[src/rtl/multiword_addsub_pkg.sv]
// multiword_addsub_pkg: shared FSM state type, mode encoding and index-width helper.
package multiword_addsub_pkg;

  typedef enum logic [1:0] {IDLE, RUN, DONE} state_e;

  localparam logic MODE_ADD = 1'b0;
  localparam logic MODE_SUB = 1'b1;

  function automatic int idx_w(input int words);
    return (words > 1) ? $clog2(words) : 1;
  endfunction

endpackage

[src/rtl/multiword_addsub_slice.sv]
// addsub_slice: combinational BITS-wide add/subtract slice; subtract inverts y and relies on cin=1.
module addsub_slice
  import multiword_addsub_pkg::*;
#(
  parameter int BITS = 8
) (
  input  logic [BITS-1:0] x_i,
  input  logic [BITS-1:0] y_i,
  input  logic            mode_i,
  input  logic            cin_i,
  output logic [BITS-1:0] sum_o,
  output logic            cout_o
);

  logic [BITS-1:0] y_eff;

  assign y_eff = y_i ^ {BITS{mode_i == MODE_SUB}};
  assign {cout_o, sum_o} = {1'b0, x_i} + {1'b0, y_eff} + {{BITS{1'b0}}, cin_i};

endmodule

[src/rtl/multiword_addsub.sv]
// multiword_addsub: word-serial multi-precision add/sub, LSW first, one slice time-multiplexed.
// Optional ADDSUB_SAT_EN saturates the result on signed overflow.
module multiword_addsub
  import multiword_addsub_pkg::*;
#(
  parameter  int BITS  = 8,
  parameter  int WORDS = 4,
  localparam int W     = BITS * WORDS
) (
  input  logic         clk,
  input  logic         rst_n,
  input  logic         start,
  input  logic         mode,
  input  logic [W-1:0] a,
  input  logic [W-1:0] b,
  output logic         busy,
  output logic         done,
  output logic [W-1:0] result,
  output logic         cout,
  output logic         overflow
);

  localparam int IW = idx_w(WORDS);

  state_e          state_q, state_d;
  logic [IW-1:0]   idx_q, idx_d;
  logic            carry_q, carry_d, mode_q, mode_d, cout_q, cout_d, ovf_q, ovf_d;
  logic [W-1:0]    a_q, a_d, b_q, b_d, res_q, res_d;
  logic [BITS-1:0] x, y, sum;
  logic            s_cout, c_msb, ovf_w, last;

  assign x = a_q[int'(idx_q)*BITS +: BITS];
  assign y = b_q[int'(idx_q)*BITS +: BITS];

  addsub_slice #(.BITS(BITS)) u_slice (
    .x_i   (x),
    .y_i   (y),
    .mode_i(mode_q),
    .cin_i (carry_q),
    .sum_o (sum),
    .cout_o(s_cout)
  );

  // Carry into the MSB recovered from the sum bit and the effective operand bits.
  assign c_msb = sum[BITS-1] ^ x[BITS-1] ^ y[BITS-1] ^ (mode_q == MODE_SUB);
  assign ovf_w = c_msb ^ s_cout;
  assign last  = idx_q == IW'(WORDS - 1);

  always_comb begin
    state_d = state_q;
    idx_d   = idx_q;
    carry_d = carry_q;
    mode_d  = mode_q;
    cout_d  = cout_q;
    ovf_d   = ovf_q;
    a_d     = a_q;
    b_d     = b_q;
    res_d   = res_q;
    if (state_q == RUN) begin
      res_d[int'(idx_q)*BITS +: BITS] = sum;
      carry_d = s_cout;
      idx_d   = last ? '0 : idx_q + 1'b1;
      if (last) begin
        cout_d  = s_cout;
        ovf_d   = ovf_w;
        state_d = DONE;
`ifdef ADDSUB_SAT_EN
        if (ovf_w) res_d = sum[BITS-1] ? {1'b0, {(W-1){1'b1}}} : {1'b1, {(W-1){1'b0}}};
`endif
      end
    end else if (start) begin
      a_d     = a;
      b_d     = b;
      mode_d  = mode;
      carry_d = mode != MODE_ADD;
      idx_d   = '0;
      state_d = RUN;
    end else begin
      state_d = IDLE;
    end
  end

  always_ff @(posedge clk or negedge rst_n) begin
    if (!rst_n) begin
      state_q <= IDLE;
      idx_q   <= '0;
      carry_q <= 1'b0;
      mode_q  <= 1'b0;
      cout_q  <= 1'b0;
      ovf_q   <= 1'b0;
      a_q     <= '0;
      b_q     <= '0;
      res_q   <= '0;
    end else begin
      state_q <= state_d;
      idx_q   <= idx_d;
      carry_q <= carry_d;
      mode_q  <= mode_d;
      cout_q  <= cout_d;
      ovf_q   <= ovf_d;
      a_q     <= a_d;
      b_q     <= b_d;
      res_q   <= res_d;
    end
  end

  assign busy     = state_q == RUN;
  assign done     = state_q == DONE;
  assign result   = res_q;
  assign cout     = cout_q;
  assign overflow = ovf_q;

endmodule

[config.mk]
export PLATFORM = sky130hd
export DESIGN_NAME = multiword_addsub
export DESIGN_NICKNAME = d
export VERILOG_FILES = /design/src/rtl/multiword_addsub_pkg.sv /design/src/rtl/multiword_addsub_slice.sv /design/src/rtl/multiword_addsub.sv
export SDC_FILE = /design/constraint.sdc
export NUM_CORES = 1
export LEC_CHECK = 0
export BUFFER_PORTS_ARGS = -buffer_cell sky130_fd_sc_hd__clkbuf_2
export CAP_MARGIN = 10
export CORE_ASPECT_RATIO = 0.9
export CORE_MARGIN = 2
export CORE_UTILIZATION = 49
export DETAILED_ROUTE_END_ITERATION = 10
export PLACE_DENSITY = 0.87
export SYNTH_ARGS = -nofsm -noshare
export SYNTH_HDL_FRONTEND = slang
export SYNTH_SLANG_ARGS = --single-unit
[constraint.sdc]
create_clock -name clk -period 3.4 [get_ports clk]
set_input_delay 0.68 -clock clk [delete_from_list [all_inputs] [get_ports clk]]
set_output_delay 0.68 -clock clk [all_outputs]
set_load 0.005 [all_outputs]
; ---- After elaboration in Yosys (flattened, before gate mapping)
; Index checks and enable logic that the tools add are counted.
[word_totals]
out_inout_bits = 36
elab_cells = 39
reg_bits = 104
in_bits = 68
[classes]
bitwise = 6
shifts = 4
addsub = 4
n_reduce_logical = 3
mux = 9
n_eq_ne = 4
[ops]
columns = operator, n
row1 = indexed part select 32 x 6 -> 8 bit, 2
row2 = negation 5 -> 33 bit, 1
row3 = variable shift 8 x 33 -> 32 bit (first input constant), 1
row4 = indexed part select 8 x 33 -> 32 bit, 1
row5 = bitwise mux 32 bit, 1
row6 = 2-to-1 mux 2 bit, 5
row7 = adder 8 x 8 -> 9 bit, 1
row8 = adder 9 x 1 -> 9 bit, 1
row9 = XOR 8 bit, 1
row10 = equality test 2 bit (second input constant), 2
row11 = AND reduction 2 bit, 2
row12 = XOR 1 bit, 4
row13 = 2-to-1 mux 1 bit, 3
row14 = adder 2 x 1 -> 2 bit (second input constant), 1
row15 = equality test 2 x 1 -> 1 bit (second input constant), 1
row16 = != test 2 x 1 -> 1 bit (second input constant), 1
row17 = nonzero test 2 bit, 1
row18 = NOT 1 bit, 1

; ---- Depth between registers and ports, before layout
; Gate-level depths: netlist of run 1.
[logic_depth]
depth_word = 8
ltp_mapped = 13
mapped_depth_nobuf = 11

; ---- Hierarchy
; A second synthesis of run 1 with hierarchy kept.
[unflattened]
hier_cells = 351
hier_area_um2 = 4860.9
[by_module_without_submodules]
columns = mod, instances, seq_area_each_um2, area_per_inst_um2, cells_each
row1 = multiword_addsub, 1, 2602.5, 4443.0, 298
row2 = addsub_slice, 1, 0.0, 417.9, 53

; ---- Least setup slack after synthesis of run 1
; OpenSTA, ideal clock, no wires.
[synth_path]
path_kind = register to register
start = register idx_q[1]
end = register ovf_q (netlist: overflow)
slack_ps = 82
required_ps = 3318
setup_ps = 82
synth_period_minus_slack_ps = 3318
path_buffers = 2
arrival_time_ps = 3236
path_stages_with_launch = 14
path_cell_list = dfrtp_1 clkbuf_1 buf_1 mux4_2 xnor2_1 fa_1 inv_1 fa_1 a211oi_1 o21bai_1 a21oi_1 o21ai_0 a21o_1 a31oi_1
[synth_between]
elab_chain_cells = 8
word_cells_on_any_way = 11
cone_classes = 2 x add/sub / 1 x eq/ne / 2 x shift / 5 x bitwise / 1 x reduce/logical
[synth_lines]
columns = element, line_no
row1 = "start, declared", multiword_addsub.sv:26  ; logic [IW-1:0] idx_q, idx_d;
row2 = "start signal, assigned", multiword_addsub.sv:96  ; idx_q <= idx_d;
row3 = indexed part select 32 x 6 -> 8 bit, multiword_addsub.sv:33  ; assign y = b_q[int'(idx_q)*BITS +: BITS];
row4 = XOR 8 bit, multiword_addsub_slice.sv:17  ; assign y_eff = y_i ^ {BITS{mode_i == MODE_SUB}};
row5 = adder 8 x 8 -> 9 bit, multiword_addsub_slice.sv:18  ; assign {cout_o, sum_o} = {1'b0, x_i} + {1'b0, y_eff} + {{BITS{1'b0}}, cin_i};
row6 = adder 9 x 1 -> 9 bit, multiword_addsub_slice.sv:18
row7 = XOR 1 bit (3 in series), multiword_addsub.sv:45  ; assign c_msb = sum[BITS-1] ^ x[BITS-1] ^ y[BITS-1] ^ (mode_q == MODE_SUB);
row8 = XOR 1 bit, multiword_addsub.sv:46  ; assign ovf_w = c_msb ^ s_cout;
row9 = "end signal, assigned", multiword_addsub.sv:100  ; ovf_q <= ovf_d;
row10 = "end, declared", multiword_addsub.sv:27  ; logic carry_q, carry_d, mode_q, mode_d, cout_q, cout_d, ovf_q, ovf_d;
; Parallel ways exist; a longest one is shown, timed or not.
; A chain may end at the register's enable or synchronous reset.

; ---- Worst setup path after layout of run 1
[layout_path]
start = register idx_q[0]
end = register ovf_q (netlist: overflow)
; The elaborated chain is that of the path after synthesis.

==> results of run 1 <==
[kinds of logic (layout without fill, tap and decap cells)]
group	Yosys count	in the layout	share of synthesized area
muxes	81	81	0.231
buffers and inverters	22	133	0.0182
DFF	104	104	0.549
xor gates and xnor gates	14	14	0.0275
AOI/OAI and AO/OA	57	57	0.0866
and+or+nand+nor	46	46	0.0452
adders and majority gates	15	15	0.0428
[flip-flops by register name, indices dropped and copies added, names as in the netlist]
name,flops
mode_q,1
cout,1
result,32
carry_q,1
a_q,32
overflow,1
idx_q,2
state_q,2
b_q,32
[what timing repair did]
item,CTS,global route
endpoints found under the setup margin,0,2
hold buffers,0,0
resized for setup,0,3
[metal layers]
| layer | global-route usage | vias to the layer above | wire length [um] |
|---|---|---|---|
| met1 | 0.283 | 1616 | 4540 |
| li1 | - | 1457 | - |
| met4 | 0.0661 | 0 | 286 |
| met2 | 0.335 | 122 | 5070 |
| met3 | 0.0523 | 30 | 511 |
| met5 | 0 | - | 0 |
[metrics by stage]
step	hold WS (ps)	cell area, um2
2_1_floorplan	384	4740
3_3_place_gp	462	5430
3_5_place_dp	479	5430
4_1_cts	343	5620
5_1_grt	355	5630
6_report	326	5630
[cell usage after synthesis, types with 2 or more instances]
cell type / n
nand2_1: 18
nor2b_1: 2
xor2_1: 6
a22o_1: 25
buf_1: 2
dfrtp_1: 104
a21o_1: 3
or3_1: 3
buf_2: 3
xnor2_1: 7
nor3_1: 2
ha_1: 13
mux4_2: 16
clkbuf_1: 10
mux2_2: 65
a211oi_1: 3
fa_1: 2
nand2b_1: 4
nor2_1: 11
a21oi_1: 8
inv_1: 7
o21ai_0: 12
[worst max-delay path: stages, from the launching register on]
cell,delay (ps)
dfrtp_2,430
buf_12,170
mux4_2,510
xor2_1,170
ha_1,390
o211ai_1,180
a21oi_1,90
o311a_1,400
or3_1,400
a21o_1,190
a31oi_1,150
[cell type report]
type | instances | area [um2]
inverters | 7 | 26.3
fillers | 770 | 3900
clock inverters | 7 | 65.1
well taps | 126 | 158
flip-flops and latches | 104 | 2600
multi-input cells | 213 | 2060
repair buffers | 110 | 596
clock buffers | 9 | 124
[worst max path at each step]
| stage | end | slack, ps | depth (start not counted) |
|---|---|---|---|
| global placement | overflow$_DFFE_PN0P_ | 330 | 10 |
| detailed placement | overflow$_DFFE_PN0P_ | 220 | 10 |
| CTS | overflow$_DFFE_PN0P_ | 160 | 10 |
| global route | overflow$_DFFE_PN0P_ | 40 | 10 |
| finish | overflow$_DFFE_PN0P_ | 240 | 10 |
| floorplan | overflow$_DFFE_PN0P_ | 80 | 13 |
[placed cells by master (no fill, tap or decap), drive strengths merged, types with 9 or more instances in the layout]
cell,count
inv,9
nand2,18
o21ai,12
mux4,16
nor2,11
mux2,65
a22o,25
dfrtp,104
clkbuf,111
ha,13
==> impl_metrics.json, run 1 <==
{
  "wl_per_cell_um": 18.1,
  "crit_required_ps": 3690,
  "syn_avg_cell_area_um2": 14.0,
  "status": "finished, final reports clean",
  "ios": 104,
  "cts_tree": "done",
  "cts_buffers": 9,
  "yosysUniqueCellTypes": 35,
  "wl_um": 10400,
  "cap_viol_max_count": 0,
  "fin_skew_ps": 12.8,
  "dieArea_um2": 10500,
  "start_kind": "flip-flop",
  "synth_flop_cell": "dfrtp_1",
  "grt.total_usage": 0.210,
  "post-cts-setup-buffer-count": 0,
  "arrival_ps": 3450,
  "tightest_slew_ps": 893,
  "vias": 3225,
  "hpwl_um": 7840,
  "synth_area_leaders": "dfrtp_1, mux2_2, mux4_2",
  "clock_latency_ps": 370,
  "end_kind": "flip-flop",
  "syn_inst": 339,
  "start_util": 0.497,
  "reg2reg_from": "idx_q[0]$_DFFE_PN0P_",
  "fmax_ghz": 0.317,
  "reg2reg_to": "overflow$_DFFE_PN0P_",
  "die_h_um": 97.3,
  "grt_max_degree": 66,
  "fin_nets": 528,
  "port_buffers": 103,
  "synth_nets": 422,
  "hold_path_class": "input pin to asynchronous set/reset pin",
  "yosysSeqAreaShare": 0.549,
  "finalHoldViolations": 0,
  "critPathKind": "flip-flop to flip-flop",
  "finalMaxSlewViolations": 0,
  "yosysTopAreaCell": "dfrtp_1",
  "cts_root_buf": "clkbuf_8",
  "grt_pass1_wl_um": 16900,
  "fin_cells": 576,
  "fin_tns_setup_ps": 0,
  "synth-edff-count": 0,
  "maxSlewHeadroom": 0.399,
  "clkTransAtPathRegs_ps": 100,
  "worst_slack_ps": 244,
  "place_congestion": 0.862,
  "fin_util": 0.591,
  "antenna_found_initial": 0,
  "cp_max_fo": 12,
  "antenna_cells": 0,
  "via_per_inst": 5.60,
  "crit_path_start": "idx_q[0]$_DFFE_PN0P_",
  "cts_buffer_depth": 2,
  "setup_viol": 0,
  "drive_above_1_share": 0.471,
  "die_x_um": 108,
  "period_needed_ps": 3160,
  "grt_pass1_vias": 3363,
  "synth-warning-count": 0,
  "async_flop_share": 1.00,
  "grt_overflow_total": 0,
  "drt_iter0_drc": 141,
  "h-tree-depth": 3,
  "core_um2": 9530,
  "reg2reg_slack_ps": 240,
  "synthToLayoutAreaGrowth_pct": 18.9,
  "drcViolationCount": 0,
  "place_inst": 560,
  "dp_slack_ps": 218,
  "rsz0062_at_grt": "no",
  "synth_area_um2": 4740,
  "postRouteAntennaNets": 0,
  "reg2regPathDepth": 10,
  "cts_sinks": 104,
  "synth_top_area_frac": 0.549,
  "fin_crit_sh": 0.928,
  "num_rows": 34,
  "ys_seq_elements": 104,
  "dr.pass1.iters": 4
}
Power of run 1 is not shown: default switching activity piles up to over one toggle a cycle in this logic, so the estimate is an artifact.
==> run 2: changes to the inputs <==
--- a/config.mk
+++ b/config.mk
@@ -7,11 +7,13 @@
 export LEC_CHECK = 0
 export BUFFER_PORTS_ARGS = -buffer_cell sky130_fd_sc_hd__clkbuf_2
 export CAP_MARGIN = 10
+export CELL_PAD_IN_SITES_DETAIL_PLACEMENT = 1
+export CELL_PAD_IN_SITES_GLOBAL_PLACEMENT = 1
 export CORE_ASPECT_RATIO = 0.9
 export CORE_MARGIN = 2
-export CORE_UTILIZATION = 49
+export CORE_UTILIZATION = 30
 export DETAILED_ROUTE_END_ITERATION = 10
-export PLACE_DENSITY = 0.87
+export PLACE_DENSITY = 0.71
 export SYNTH_ARGS = -nofsm -noshare
 export SYNTH_HDL_FRONTEND = slang
 export SYNTH_SLANG_ARGS = --single-unit
==> run 2 against run 1 <==
First-iteration DRC count decreased by 24%. Final cell count up 13%. Register-to-register slack got worse by 70 ps. Cell area increased by 4.0%. Routed wire length up 11%. Worst hold slack got worse by 61 ps. Global-route usage decreased by 6.0 points. Critical path depth is the same. Setup slack got worse by 67 ps. Die area grew 61%. Utilization is 21 points lower. Largest cell class unchanged. Clock-buffer cell count did not move.
==> impl_metrics.json, run 2 (same netlist as run 1, synthesis figures left out) <==
{
  "status": "finished, final reports clean",
  "layout_common_cells": "dfrtp_1, clkbuf_2, mux2_2",
  "fin_nets": 529,
  "grt.total_usage": 0.150,
  "cts_tree": "done",
  "rsz0062_at_grt": "no",
  "cts_buffers": 9,
  "num_rows": 43,
  "worst_slack_ps": 177,
  "core_um2": 15400,
  "final_common_cell": "dfrtp_1",
  "place_inst": 637,
  "clock_latency_ps": 350,
  "fin_skew_ps": 5.74,
  "fin_crit_sh": 0.948,
  "die_h_um": 123,
  "grt_overflow_total": 0,
  "dieArea_um2": 16800,
  "vias": 3123,
  "grt_max_degree": 73,
  "grt_pass1_wl_um": 18900,
  "finalHoldViolations": 0,
  "wl_um": 11500,
  "fmax_ghz": 0.310,
  "fillers": 1632,
  "clkTransAtPathRegs_ps": 70,
  "port_buffers": 103,
  "start_kind": "flip-flop",
  "cts_buffer_depth": 2,
  "end_kind": "flip-flop",
  "place_congestion": 0.740,
  "hold_path_class": "input pin to asynchronous set/reset pin",
  "antenna_cells": 0,
  "dp_slack_ps": 188,
  "arrival_ps": 3500,
  "postRouteAntennaNets": 0,
  "tightest_slew_ps": 757,
  "wl_per_cell_um": 17.7,
  "cap_viol_max_count": 0,
  "maxSlewHeadroom": 0.491,
  "fin_cells": 652,
  "fin_tns_setup_ps": 0,
  "setup_viol": 0,
  "ios": 104,
  "crit_required_ps": 3680,
  "drt_iter0_drc": 107,
  "cts_sinks": 104,
  "start_util": 0.307,
  "dr.pass1.iters": 4,
  "via_per_inst": 4.79,
  "cts_root_buf": "clkbuf_16",
  "die_x_um": 136,
  "fin_util": 0.379,
  "period_needed_ps": 3220,
  "critPathKind": "flip-flop to flip-flop",
  "drcViolationCount": 0,
  "synthToLayoutAreaGrowth_pct": 23.6,
  "drive_above_1_share": 0.467,
  "cp_max_fo": 8,
  "grt_pass1_vias": 3436,
  "hpwl_um": 8710,
  "antenna_found_initial": 0,
  "h-tree-depth": 3,
  "finalMaxSlewViolations": 0
}
## run 2: changes by cell type in the layout (fill, tap and decap cells not counted), moves of 2 or more
cell       before  now
bufinv_16       0    2
clkbuf_16       0    9
clkbuf_8        9    0
clkinv_4        4    1
inv_8           2    0
## run 2: metrics by stage
step	instance area [um2]	hold WS [ps]
finish	5860	265
detailed placement	5540	476
CTS	5850	276
floorplan	4740	384
global route	5860	297
global placement	5540	466
## run 2: layout make-up
cell class | count | area, um2 | share of cell area
repair buffers | 111 | 603 | 0.103
multi-input cells | 213 | 2060 | 0.351
well taps | 202 | 253 | 0.0431
flip-flops and latches | 104 | 2600 | 0.444
clock buffers | 9 | 225 | 0.0384
inverters | 7 | 26.3 | 0.00449
clock inverters | 6 | 92.6 | 0.0158
## run 2: routing by layer
layer  up-vias  GRT usage  part of all wire
li1       1453          -                 -
met3         9     0.0451             0.049
met5         -          0                 0
met1      1586      0.196              0.46
met2        75      0.245              0.48
met4         0     0.0352            0.0096
## run 2: repair_timing
item                       CTS  global route
buffers inserted             0             0
setup endpoints to repair    0             1
resized for setup            0             1
hold buffers                 0             0
## run 2: worst max-delay path: stages, from the launching register on
cell and delay, ps:
dfrtp_1 390, buf_4 230, mux4_2 530, xor2_1 160, ha_1 390, o211ai_1 200, a21oi_1 100, o311a_1 400
or3_1 400, a21o_1 190, a31oi_1 150
## run 2: path summary, 6_finish.rpt
kind                                        from                     end  slack (ps)  cells past startpoint
hold / removal                             rst_n  result[26]$_DFFE_PN0P_         260                      1
hold reg to reg            result[8]$_DFFE_PN0P_   result[8]$_DFFE_PN0P_         480                      2
max in group asynchronous                  rst_n     b_q[15]$_DFFE_PN0P_        2400                      2
min in group clk           result[8]$_DFFE_PN0P_   result[8]$_DFFE_PN0P_         480                      2
setup / recovery            idx_q[0]$_DFFE_PN0P_    overflow$_DFFE_PN0P_         180                     10
setup reg to reg            idx_q[0]$_DFFE_PN0P_    overflow$_DFFE_PN0P_         180                     10
Power of run 2 is left out for the same reason.
==> run 3: changes to the inputs <==
--- a/config.mk
+++ b/config.mk
@@ -5,6 +5,7 @@
 export SDC_FILE = /design/constraint.sdc
 export NUM_CORES = 1
 export LEC_CHECK = 0
+export ABC_AREA = 1
 export BUFFER_PORTS_ARGS = -buffer_cell sky130_fd_sc_hd__clkbuf_2
 export CAP_MARGIN = 10
 export CELL_PAD_IN_SITES_DETAIL_PLACEMENT = 1
@@ -13,7 +14,7 @@
 export CORE_MARGIN = 2
 export CORE_UTILIZATION = 30
 export DETAILED_ROUTE_END_ITERATION = 10
-export PLACE_DENSITY = 0.71
+export PLACE_DENSITY = 0.76
 export SYNTH_ARGS = -nofsm -noshare
 export SYNTH_HDL_FRONTEND = slang
 export SYNTH_SLANG_ARGS = --single-unit
==> run 3 against run 2 <==
Clock-buffer cell count is 1 higher. Setup slack better by 160 ps. Routed wire length is 25% higher. Cell area is 4.7% higher. Register-to-register slack better by 160 ps. Utilization is 0.30 points lower. Critical endpoint is now result[12]$_DFFE_PN0P_. Fmax is 5.1% higher. Worst hold slack better by 56 ps. Global-route usage is 2.1 points higher. Final cell count is 41% higher. Sequential share of layout area is 2.0 points lower.
==> impl_metrics.json, run 3 <==
{
  "status": "finished, final reports clean",
  "syn_inst": 612,
  "fmax_ghz": 0.326,
  "layout_common_cells": "nand2_1, dfrtp_1, clkbuf_2",
  "hpwl_um": 10800,
  "post-cts-setup-buffer-count": 0,
  "ys_seq_elements": 104,
  "die_h_um": 127,
  "tightest_slew_ps": 1050,
  "h-tree-depth": 3,
  "hold_path_class": "input pin to asynchronous set/reset pin",
  "cts_tree": "done",
  "dpl_cell_area_um2": 5760,
  "synthXorXnorAreaFrac": 0.0209,
  "ir_drop_uv": 491,
  "finalMaxSlewViolations": 0,
  "syn_avg_cell_area_um2": 8.22,
  "arrival_ps": 3300,
  "antenna_found_initial": 0,
  "postRouteAntennaNets": 0,
  "end_kind": "flip-flop",
  "cts_root_buf": "clkbuf_16",
  "cp_max_fo": 10,
  "synth_most_common_cell": "nand2_1",
  "grt.total_usage": 0.171,
  "fin_tns_setup_ps": 0,
  "fillers": 1984,
  "synth-compound-area-share": 0.106,
  "synthToLayoutAreaGrowth_pct": 22.0,
  "synth_top_area_frac": 0.518,
  "yosysTopAreaCell": "dfrtp_1",
  "setup_viol": 0,
  "synth_nets": 695,
  "synth_common_cells": "nand2_1, dfrtp_1, o21ai_0",
  "crit_required_ps": 3640,
  "vias": 4400,
  "drive_above_1_share": 0.208,
  "cts_hold_buffers": 0,
  "final_area_um2": 6130,
  "wl_per_cell_um": 15.7,
  "fin_crit_sh": 0.902,
  "antenna_cells": 0,
  "synth-warning-count": 0,
  "start_kind": "flip-flop",
  "yosysSeqAreaShare": 0.518,
  "dieArea_um2": 17800,
  "synthSimpleGateAreaFrac": 0.265,
  "maxSlewHeadroom": 0.303,
  "dr.pass1.iters": 4,
  "cts_sinks": 104,
  "clkTransAtPathRegs_ps": 70,
  "place_congestion": 0.798,
  "p_leak_uw": 0.00328,
  "yosysUniqueCellTypes": 30,
  "multi_input_comb_area_um2": 2180,
  "grt_pass1_vias": 4745,
  "grt_pass1_wl_um": 24400,
  "synth_area_leaders": "dfrtp_1, nand2_1, o21ai_0",
  "via_per_inst": 4.78,
  "synth_mux_area_frac": 0,
  "final_common_cell": "nand2_1",
  "wl_um": 14500,
  "cts_buffer_depth": 2,
  "critPathKind": "flip-flop to flip-flop",
  "async_flop_share": 1.00,
  "period_needed_ps": 3070,
  "fin_skew_ps": 6.70,
  "synth_top_family_by_area": "simple AND/OR/NAND/NOR gates",
  "port_buffers": 103,
  "synthAdderAreaFrac": 0.0403,
  "clock_latency_ps": 360,
  "cap_viol_max_count": 0,
  "num_rows": 44,
  "fin_nets": 791,
  "grt_overflow_total": 0,
  "synth-edff-count": 0,
  "core_um2": 16300,
  "drt_iter0_drc": 286,
  "grt_max_degree": 67,
  "power_density_nw_per_um2": 1210,
  "drcViolationCount": 0,
  "cts_buffers": 9,
  "finalHoldViolations": 0,
  "register_area_um2": 2600,
  "ios": 104,
  "start_util": 0.309,
  "die_x_um": 140,
  "synth_area_um2": 5030,
  "postCtsResizedCells": 0,
  "synth_flop_cell": "dfrtp_1",
  "rsz0062_at_grt": "no"
}
run 3: cell count changes after synthesis, moves of 8 or more:
| cell | delta |
|---|---|
| a22o_1 | -21 |
| buf_2 | +8 |
| inv_1 | +19 |
| mux2_2 | -65 |
| mux4_2 | -16 |
| nand2_1 | +241 |
| nand3_1 | +12 |
| nor2_1 | +29 |
| o21ai_0 | +45 |
| o22ai_1 | +14 |
run 3: per-stage QoR:
stage / worst slack, ps / hold WS [ps] / std cells / power, uW / util
2_1_floorplan: 708 / 384 / 612 / 4840 / -
3_3_place_gp: 415 / 454 / 904 / 6030 / 0.353
6_report: 333 / 321 / 920 / 7430 / 0.376
4_1_cts: 321 / 344 / 920 / 7480 / 0.376
3_5_place_dp: 332 / 459 / 904 / 6140 / 0.353
5_1_grt: 116 / 369 / 920 / 8150 / 0.376
run 3: kinds of logic (layout without fill, tap and decap cells):
family,Yosys count,in the layout
AND/OR/NAND/NOR,329,329
flip-flops,104,104
AO/OA/AOI/OAI,93,93
buffers and inverters,59,160
adder cells (fa/ha/maj),15,15
XOR/XNOR,12,12
run 3: final timing paths:
kind	slack [ps]	depth (start not counted)	endpoint	from
worst min-delay path	320	1	result[22]$_DFFE_PN0P_	rst_n
worst max-delay path	330	13	result[12]$_DFFE_PN0P_	idx_q[1]$_DFFE_PN0P_
worst max register to register	330	13	result[12]$_DFFE_PN0P_	idx_q[1]$_DFFE_PN0P_
min in group clk	470	2	a_q[20]$_DFFE_PN0P_	a_q[20]$_DFFE_PN0P_
max in group asynchronous	2350	2	a_q[12]$_DFFE_PN0P_	rst_n
worst min register to register	470	2	a_q[20]$_DFFE_PN0P_	a_q[20]$_DFFE_PN0P_
run 3: report_power, final:
part,leakage [uW],switching (uW),internal [uW]
sequential,0.00133,369,1760
clock,0.000184,485,820
combinational,0.00177,2640,1350
total,0.00328,3500,3930
run 3: area by class of cell:
cell class	instances	share of cell area
tap	207	0.0422
inverter	33	0.0202
clock buffer	10	0.0390
multi-input combinational	449	0.356
sequential	104	0.424
timing repair buffer	111	0.0963
clock inverter	6	0.0224
run 3: worst max-delay path, cell delays in order, from the launching register on:
cell and delay, ps:
dfrtp_1 510, inv_2 220, o21ai_0 120, o22ai_1 150, xor2_1 250, fa_1 210
inv_1 60, fa_1 480, a21oi_1 180, o21bai_1 90, xnor2_1 410, nor2_1 80
nand2_1 80, o21ai_0 90
run 3: layer usage:
metal	global-route usage	part of all wire	wire [um]	up-vias
met4	0.0406	0.010	144	0
li1	-	-	-	2143
met2	0.281	0.46	6640	90
met1	0.236	0.49	7090	2156
met3	0.0332	0.040	584	11
met5	0	0	0	-
No activity file was read; power rests on OpenSTA's default activity.
